==> config.mk <==
export PLATFORM = sky130hd
export DESIGN_NAME = ula_ctrl_fsm
export DESIGN_NICKNAME = d
export VERILOG_FILES = /design/src/rtl/ula_ctrl_fsm.sv
export SDC_FILE = /design/constraint.sdc
export NUM_CORES = 1
export LEC_CHECK = 0
export ABC_AREA = 1
export BUFFER_PORTS_ARGS = -buffer_cell sky130_fd_sc_hd__buf_2
export CORE_UTILIZATION = 30
export CTS_BUF_LIST = sky130_fd_sc_hd__clkbuf_2 sky130_fd_sc_hd__clkbuf_4 sky130_fd_sc_hd__clkbuf_8
export CTS_CLUSTER_SIZE = 10
export DETAILED_ROUTE_END_ITERATION = 10
export PLACE_DENSITY = 0.58
export SLEW_MARGIN = 20
export SYNTH_ARGS = -nofsm -noshare
export SYNTH_HDL_FRONTEND = slang
export SYNTH_SLANG_ARGS = --single-unit
==> constraint.sdc <==
create_clock -name clk -period 2.3 [get_ports clk]
set_input_delay 0.23 -clock clk [delete_from_list [all_inputs] [get_ports clk]]
set_output_delay 0.23 -clock clk [all_outputs]
set_load 0.01 [all_outputs]
==> src/rtl/ula_ctrl_fsm.sv <==
// Multicycle control FSM for the lab CPU's 8-bit ALU datapath.
// Owns the PC, sequences fetch/decode/exec/mem/writeback with ack timeouts.
module ula_ctrl_fsm #(
    parameter int PC_W = 8,
    parameter logic [PC_W-1:0] RESET_PC = '0,
    parameter int WAIT_MAX = 15
) (
    input  logic            clk,
    input  logic            rst,
    input  logic            run,
    output logic [PC_W-1:0] imem_addr,
    output logic            imem_rd,
    input  logic [7:0]      imem_data,
    input  logic            imem_ack,
    output logic [3:0]      alu_ctl,
    input  logic            alu_zero,
    output logic [1:0]      ra_sel,
    output logic [1:0]      rb_sel,
    output logic            rf_we,
    output logic [1:0]      rf_wsel,
    output logic            wb_src,
    output logic            dmem_rd,
    output logic            dmem_wr,
    input  logic            dmem_ack,
    output logic            busy,
    output logic            fault,
    output logic [2:0]      state
);

    localparam int CW = (WAIT_MAX > 0) ? $clog2(WAIT_MAX + 1) : 1;
    localparam logic [CW-1:0] WMAX = CW'(WAIT_MAX);

    localparam logic [2:0] OP_BNE = 3'd2;
    localparam logic [2:0] OP_LW  = 3'd3;
    localparam logic [2:0] OP_SW  = 3'd4;
    localparam logic [2:0] OP_BEQ = 3'd5;

    typedef enum logic [2:0] {
        S_FETCH  = 3'd0,
        S_DECODE = 3'd1,
        S_FOFF   = 3'd2,
        S_EXEC   = 3'd3,
        S_MEM    = 3'd4,
        S_WB     = 3'd5,
        S_FAULT  = 3'd7
    } state_t;

    state_t          st, nxt;
    logic [PC_W-1:0] pc, pc_n;
    logic [7:0]      ir, ir_n;
    logic [7:0]      off, off_n;
    logic [CW-1:0]   wcnt, wcnt_n;

    logic            irq, drq, dwq;
    logic            acked;
    logic [3:0]      alu;
    logic            we, wbs;

    logic [2:0] op;
    logic       is_br;
    logic       ir_unused;

    assign op        = ir[7:5];
    assign is_br     = (op == OP_BNE) || (op == OP_BEQ);
    assign ir_unused = ir[0];

    // State and datapath-control registers
    always_ff @(posedge clk) begin
        if (rst) begin
            st   <= S_FETCH;
            pc   <= RESET_PC;
            ir   <= '0;
            off  <= '0;
            wcnt <= '0;
        end else begin
            st   <= nxt;
            pc   <= pc_n;
            ir   <= ir_n;
            off  <= off_n;
            wcnt <= wcnt_n;
        end
    end

    // Next-state, strobes and wait-counter/timeout logic
    always_comb begin
        nxt    = st;
        pc_n   = pc;
        ir_n   = ir;
        off_n  = off;
        wcnt_n = '0;
        irq    = 1'b0;
        drq    = 1'b0;
        dwq    = 1'b0;
        acked  = 1'b0;
        alu    = 4'd0;
        we     = 1'b0;
        wbs    = 1'b0;
        unique case (st)
            S_FETCH: begin
                // a nonzero wait count means the read is already in flight
                irq = run || (wcnt != '0);
                if (irq && imem_ack) begin
                    acked = 1'b1;
                    ir_n  = imem_data;
                    pc_n  = pc + PC_W'(1);
                    nxt   = S_DECODE;
                end
            end
            S_DECODE: begin
                nxt = is_br ? S_FOFF : S_EXEC;
            end
            S_FOFF: begin
                irq = 1'b1;
                if (imem_ack) begin
                    acked = 1'b1;
                    off_n = imem_data;
                    pc_n  = pc + PC_W'(1);
                    nxt   = S_EXEC;
                end
            end
            S_EXEC: begin
                alu = {1'b0, op} + 4'd1;
                if (is_br) begin
                    if (alu_zero)
                        pc_n = pc + PC_W'($signed(off));
                    nxt = S_FETCH;
                end else if (op == OP_LW || op == OP_SW) begin
                    nxt = S_MEM;
                end else begin
                    nxt = S_WB;
                end
            end
            S_MEM: begin
                alu = {1'b0, op} + 4'd1;
                drq = (op == OP_LW);
                dwq = (op == OP_SW);
                if (dmem_ack) begin
                    acked = 1'b1;
                    nxt   = (op == OP_LW) ? S_WB : S_FETCH;
                end
            end
            S_WB: begin
                alu = {1'b0, op} + 4'd1;
                we  = 1'b1;
                wbs = (op == OP_LW);
                nxt = S_FETCH;
            end
            S_FAULT: begin
                nxt = S_FAULT;
            end
            default: begin
                nxt = S_FETCH;
            end
        endcase
        if ((irq || drq || dwq) && !acked) begin
            if (wcnt == WMAX)
                nxt = S_FAULT;
            else
                wcnt_n = wcnt + CW'(1);
        end
    end

    assign imem_addr = pc;
    assign imem_rd   = irq && !rst;
    assign dmem_rd   = drq && !rst;
    assign dmem_wr   = dwq && !rst;
    assign rf_we     = we && !rst;
    assign wb_src    = wbs && !rst;
    assign alu_ctl   = rst ? 4'd0 : alu;
    assign ra_sel    = ir[4:3];
    assign rb_sel    = ir[2:1];
    assign rf_wsel   = ir[4:3];
    assign busy      = !rst && !(st == S_FETCH && !irq);
    assign fault     = !rst && (st == S_FAULT);
    assign state     = st;

endmodule
==> results of run 1 <==
==> cells in the final DEF, fill, tap and decap left out, types with 2 or more instances in the layout <==
master / count
inv_2: 3
nand3_1: 15
a21oi_1: 31
buf_4: 7
nand4_1: 4
nor3_1: 5
bufinv_16: 2
nor2_2: 3
ha_1: 15
buf_2: 41
nor2_4: 2
xnor2_1: 3
nor2_1: 31
clkbuf_8: 6
nand3b_1: 2
dfxtp_1: 30
o21ai_0: 13
nand2_2: 2
nand2_1: 59
inv_1: 37
or2_2: 2
xor2_1: 2
==> final cells by class <==
cell class	instances	area [um2]	share of cell area
sequential	30	601	0.260
inverter	40	150	0.0650
timing repair buffer	48	258	0.112
multi-input combinational	195	1060	0.461
clock buffer	6	82.6	0.0358
tap	75	93.8	0.0407
clock inverter	2	60.1	0.0260
==> cells in the mapped netlist <==
| cell type | n |
|---|---|
| nand2_1 | 59 |
| inv_1 | 37 |
| a21oi_1 | 31 |
| nor2_1 | 31 |
| dfxtp_1 | 30 |
| ha_1 | 15 |
| nand3_1 | 15 |
| o21ai_0 | 13 |
| buf_4 | 6 |
| nor3_1 | 5 |
| nand4_1 | 4 |
| buf_2 | 3 |
| inv_2 | 3 |
| nor2_2 | 3 |
| xnor2_1 | 3 |
| clkbuf_1 | 2 |
| nand2_2 | 2 |
| nand3b_1 | 2 |
| nor2_4 | 2 |
| or2_2 | 2 |
| xor2_1 | 2 |
| a211oi_1 | 1 |
| a21oi_4 | 1 |
| and2_1 | 1 |
| buf_1 | 1 |
| buf_6 | 1 |
| fa_1 | 1 |
| nand3_2 | 1 |
| o211ai_1 | 1 |
==> flip-flops by register name, summed over array words and instances, names as in the netlist <==
signal	count
ir	7
state	3
wcnt	4
off	8
imem_addr	8
==> report_power, final <==
group | leakage (nW) | total [W] | internal (W) | switching, W
clock network | 0.0714 | 0.000681 | 0.000462 | 0.000219
logic | 0.822 | 0.000800 | 0.000293 | 0.000508
registers | 0.245 | 0.000692 | 0.000621 | 0.0000709
total | 1.14 | 0.00217 | 0.00138 | 0.000797
==> metrics by stage <==
stage	total power (W)	hold WS [ns]	instance area [um2]
2_1_floorplan	0.00127	0.373	1900
3_3_place_gp	0.00151	0.440	2170
3_5_place_dp	0.00151	0.447	2170
4_1_cts	0.00220	0.196	2310
5_1_grt	0.00234	0.208	2310
6_report	0.00217	0.198	2310
==> cell families after synthesis <==
logic type      Yosys count  share of synthesized area
compound gates           47                      0.133
fa+ha+maj                16                      0.109
xor+xnor                  5                     0.0231
buf+inv                  53                      0.123
simple gates            127                      0.296
flops                    30                      0.317
==> how the worst max path moves through the flow <==
stage,start,endpoint,slack [ns]
global placement,state[0]$_SDFF_PP0_,imem_addr[4]$_SDFFE_PP0P_,0.48
global route,state[0]$_SDFF_PP0_,imem_addr[4]$_SDFFE_PP0P_,0.18
floorplan,state[1]$_SDFF_PP0_,imem_addr[4]$_SDFFE_PP0P_,0.24
detailed placement,state[0]$_SDFF_PP0_,imem_addr[4]$_SDFFE_PP0P_,0.37
finish,state[0]$_SDFF_PP0_,imem_addr[4]$_SDFFE_PP0P_,0.34
CTS,state[0]$_SDFF_PP0_,imem_addr[4]$_SDFFE_PP0P_,0.33
==> critical path, cell delays in order (launching register included) <==
cell and delay, ns:
dfxtp_1 0.33, nand2_1 0.06, nor2_2 0.09, inv_1 0.11, nor2_1 0.17, inv_1 0.08, fa_1 0.43, inv_1 0.09
nand3_1 0.07, nand2_1 0.09, xor2_1 0.15, nand2_1 0.07, a21oi_1 0.14
==> layer usage <==
layer,GRT usage,up-vias,wire length [um]
met3,0.0400,11,208
met2,0.243,46,2130
met5,0,-,0
li1,-,961,-
met4,0.0643,0,86
met1,0.203,798,2230
==> out/results.txt, run 1 <==
status - complete, no violations
Cells after DPL - 388
Reg clk slew, reported paths - 0.07 ns
Vias/cell - 4.59
worst hold-check path type - input port to flop
clk root buf - clkbuf_8
I/O pin count - 42
Synth Instances - 278
Crit Path Category - flop to flop
share of the synthesized area in the top cell type - 0.317
full die area - 0.00664 mm2
post-CTS resize count - 0
die extent in x - 81.5 um
Final Util - 0.383
WHS Endpoint - ir[2]$_SDFFE_PP0P_
power per standard cell area - 941 mW/mm2
Initial DRC Count - 56
vias in the first global route - 1,627
Mapped Area - 0.00190 mm2
maximum root-to-sink buffer count - 2
row cnt - 28
reg2reg setup slack - 0.34 ns
RSZ-0062 raised after global routing - false
RD Place Congestion - 0.839
residual DRC count - 0
critical path arrival - 2.18 ns
FILL cells - 680
Avg Synthesized Cell Area - 6.82 um2
Max Slew Vio Count - 0
sequential cell area fraction in the yosys report - 0.317
Pleak - 1.14 nW
CTS Hold Buffers Added - 0
Final Setup Violations - 0
Layout area overhead - 21.7%
Pre-Repair DR Iteration Count - 4
starting density of the core - 0.315
ranking of synthesized cells by area - dfxtp_1, nand2_1, ha_1
layout cell share with drive strength beyond 1 - 0.218
setup ws final - 0.335 ns
HP Start - imem_data[2]
worst skew pair latency - 0.29 ns
CP Launch Type - flop
# diodes - 0
worst reg-to-reg path cell count - 12
CP max FO - 7
die height - 81.5 um
post-CTS setup buffer count - 0
Setup TNS - 0 ns
worst slack, placed - 0.368 ns
CTS tree - done
Req. time, crit path - 2.52 ns
cts bufs inserted - 5
worst-margin pin slew - 0.527 ns
ANT nets after route - 0
Core Area - 0.00603 mm2
max cap viols - 0
initial antenna violation count - 0
peak supply drop - 0.000416 V
first-pass GRT wire length - 7760 um
overall routing resource usage - 0.156
endpoints failing hold - 0
largest net degree at the start of global routing - 21
DP HPWL - 3570 um
routed wire length - 4660 um
IO buf count - 41
Non-Filler Instances - 396
Clock Sinks - 30
layout net count - 350
leading area contributor after synthesis - dfxtp_1
#FFs+latches synth - 30
crit path time final - 1.96 ns
Final period util - 0.854
Max Clock Freq - 0.509 GHz
worst reg2reg endpoint - imem_addr[4]$_SDFFE_PP0P_
Unique masters post-synth - 29
total number of vias - 1,816
worst hold stages - 3
skew final - 0.00493 ns
drt wl/cell - 11.8 um
max_slew headroom - 0.645
synthesized net count - 308
CP Capture Type - flop
global route overflow - 0
# H-tree levels - 2
YS warnings - 0
RR Startpoint - state[0]$_SDFF_PP0_
Note: power is estimated with default switching activity, not from simulation.
==> run 2: changes to the inputs <==
==> constraint.sdc (replaced) <==
create_clock -name clk -period 1.9 [get_ports clk]
set_input_delay 0.19 -clock clk [delete_from_list [all_inputs] [get_ports clk]]
set_output_delay 0.19 -clock clk [all_outputs]
set_load 0.01 [all_outputs]
==> out/results.txt, run 2 (synthesis gave the netlist of run 1 again) <==
full die area - 0.00664 mm2 (unchanged)
residual DRC count - 0 (unchanged)
CP Launch Type - flop (unchanged)
Max Clock Freq - 0.561 GHz (was 0.509 GHz)
I/O pin count - 42 (unchanged)
die height - 81.5 um (unchanged)
Req. time, crit path - 2.08 ns (was 2.52 ns)
Crit Path Category - flop to flop (unchanged)
Clock Sinks - 30 (unchanged)
WHS Endpoint - ir[4]$_SDFFE_PP0P_ (was ir[2]$_SDFFE_PP0P_)
CP max FO - 7 (unchanged)
row cnt - 28 (unchanged)
CTS Hold Buffers Added - 0 (unchanged)
IO buf count - 41 (unchanged)
global route overflow - 0 (unchanged)
worst reg2reg endpoint - imem_addr[6]$_SDFFE_PP0P_ (was imem_addr[4]$_SDFFE_PP0P_)
worst skew pair latency - 0.28 ns (was 0.29 ns)
worst reg-to-reg path cell count - 10 (was 12)
vias in the first global route - 1,662 (was 1,627)
worst hold stages - 3 (unchanged)
routed wire length - 4640 um (was 4660 um)
Final period util - 0.938 (was 0.854)
first-pass GRT wire length - 7530 um (was 7760 um)
maximum root-to-sink buffer count - 2 (unchanged)
Pleak - 1.14 nW (about the same)
Layout area overhead - 25.3% (was 21.7%)
HP Start - imem_data[4] (was imem_data[2])
CP Capture Type - flop (unchanged)
commonest non-fill, non-tap cell in the layout - nand2_1 (unchanged)
RSZ-0062 raised after global routing - true (was false)
clk root buf - clkbuf_8 (unchanged)
Vias/cell - 4.55 (was 4.59)
worst slack, placed - 0.0817 ns (was 0.368 ns)
cts bufs inserted - 5 (unchanged)
power per standard cell area - 1020 mW/mm2 (was 941 mW/mm2)
crit path time final - 1.78 ns (was 1.96 ns)
CTS tree - done (unchanged)
Initial DRC Count - 48 (was 56)
overall routing resource usage - 0.149 (was 0.156)
status - complete, no violations (unchanged)
RR Startpoint - state[2]$_SDFF_PP0_ (was state[0]$_SDFF_PP0_)
largest net degree at the start of global routing - 21 (unchanged)
Max Slew Vio Count - 0 (unchanged)
Reg clk slew, reported paths - 0.07 ns (about the same)
critical path arrival - 1.96 ns (was 2.18 ns)
endpoints failing hold - 0 (unchanged)
DP HPWL - 3560 um (was 3570 um)
max cap viols - 0 (unchanged)
Final Setup Violations - 0 (unchanged)
die extent in x - 81.5 um (unchanged)
ANT nets after route - 0 (unchanged)
skew final - 0.00444 ns (was 0.00493 ns)
layout net count - 356 (was 350)
Pre-Repair DR Iteration Count - 5 (was 4)
peak supply drop - 0.000357 V (was 0.000416 V)
Worst setup startpoint - state[2]$_SDFF_PP0_ (was state[0]$_SDFF_PP0_)
starting density of the core - 0.315 (unchanged)
setup ws final - 0.118 ns (was 0.335 ns)
worst-margin pin slew - 0.447 ns (was 0.527 ns)
Core Area - 0.00603 mm2 (unchanged)
drt wl/cell - 11.6 um (was 11.8 um)
RD Place Congestion - 0.771 (was 0.839)
max_slew headroom - 0.699 (was 0.645)
# diodes - 0 (unchanged)
# H-tree levels - 2 (unchanged)
initial antenna violation count - 0 (unchanged)
Design Power - 0.00241 W (was 0.00217 W)
worst hold-check path type - input port to flop (unchanged)
reg2reg setup slack - 0.12 ns (was 0.34 ns)
layout cell share with drive strength beyond 1 - 0.284 (was 0.218)
most frequent cells in the layout - nand2_1, buf_2, inv_1 (unchanged)
Final Util - 0.394 (was 0.383)
total number of vias - 1,830 (was 1,816)
==> run 2: power by group <==
| part | leakage [nW] | switching [W] | internal (W) |
|---|---|---|---|
| Sequential | 0.245 | 0.0000931 | 0.000755 |
| Clock | 0.0472 | 0.000256 | 0.000291 |
| Combinational | 0.849 | 0.000630 | 0.000389 |
==> run 2: per-stage QoR <==
| step | setup TNS [ns] | hold slack (ns) | area (um2) | cells |
|---|---|---|---|---|
| finish | 0 | 0.166 | 2380 | 402 |
| detailed placement | 0 | 0.446 | 2180 | 388 |
| CTS | 0 | 0.159 | 2270 | 396 |
| global placement | 0 | 0.443 | 2180 | 388 |
| global route | -0.0586 | 0.174 | 2380 | 402 |
| floorplan | 0 | 0.333 | 1920 | 278 |
==> run 2: worst max-delay path, cell delays in order (launching register included) <==
cell and delay [ns]:
dfxtp_1 0.41, nor2_4 0.07, inv_4 0.11, nor2_1 0.07, ha_1 0.37, a21oi_2 0.08, or2_2 0.29, nand4_1 0.10
nand2_1 0.06, nor2_1 0.08, nor2_1 0.05
==> run 2: cell type report <==
class                   instances  area [um2]
clock buffers                   6        82.6
clock inverters                 2        12.5
fillers                       660        3650
inverters                      40         153
multi-input cells             195        1130
flip-flops and latches         30         603
well taps                      75        93.8
repair buffers                 54         303
==> run 2: timing repair <==
item | 4_1_cts | 5_1_grt
endpoints found under the setup margin | 0 | 5
setup buffers | 0 | 6
resized for setup | 0 | 14
==> run 2: worst max path at each step <==
stage	to	slack (ns)
CTS	imem_addr[7]$_SDFFE_PP0P_	0.06
floorplan	imem_addr[7]$_SDFFE_PP0P_	0.02
finish	imem_addr[6]$_SDFFE_PP0P_	0.12
global route	imem_addr[7]$_SDFFE_PP0P_	-0.04
global placement	imem_addr[7]$_SDFFE_PP0P_	0.14
detailed placement	imem_addr[7]$_SDFFE_PP0P_	0.08
==> run 2: metal layers <==
| layer | share of wire | track usage | up-vias |
|---|---|---|---|
| met4 | 0.012 | 0.0679 | 0 |
| li1 | - | - | 975 |
| met1 | 0.48 | 0.197 | 806 |
| met5 | 0 | 0 | - |
| met2 | 0.46 | 0.228 | 43 |
| met3 | 0.045 | 0.0344 | 6 |
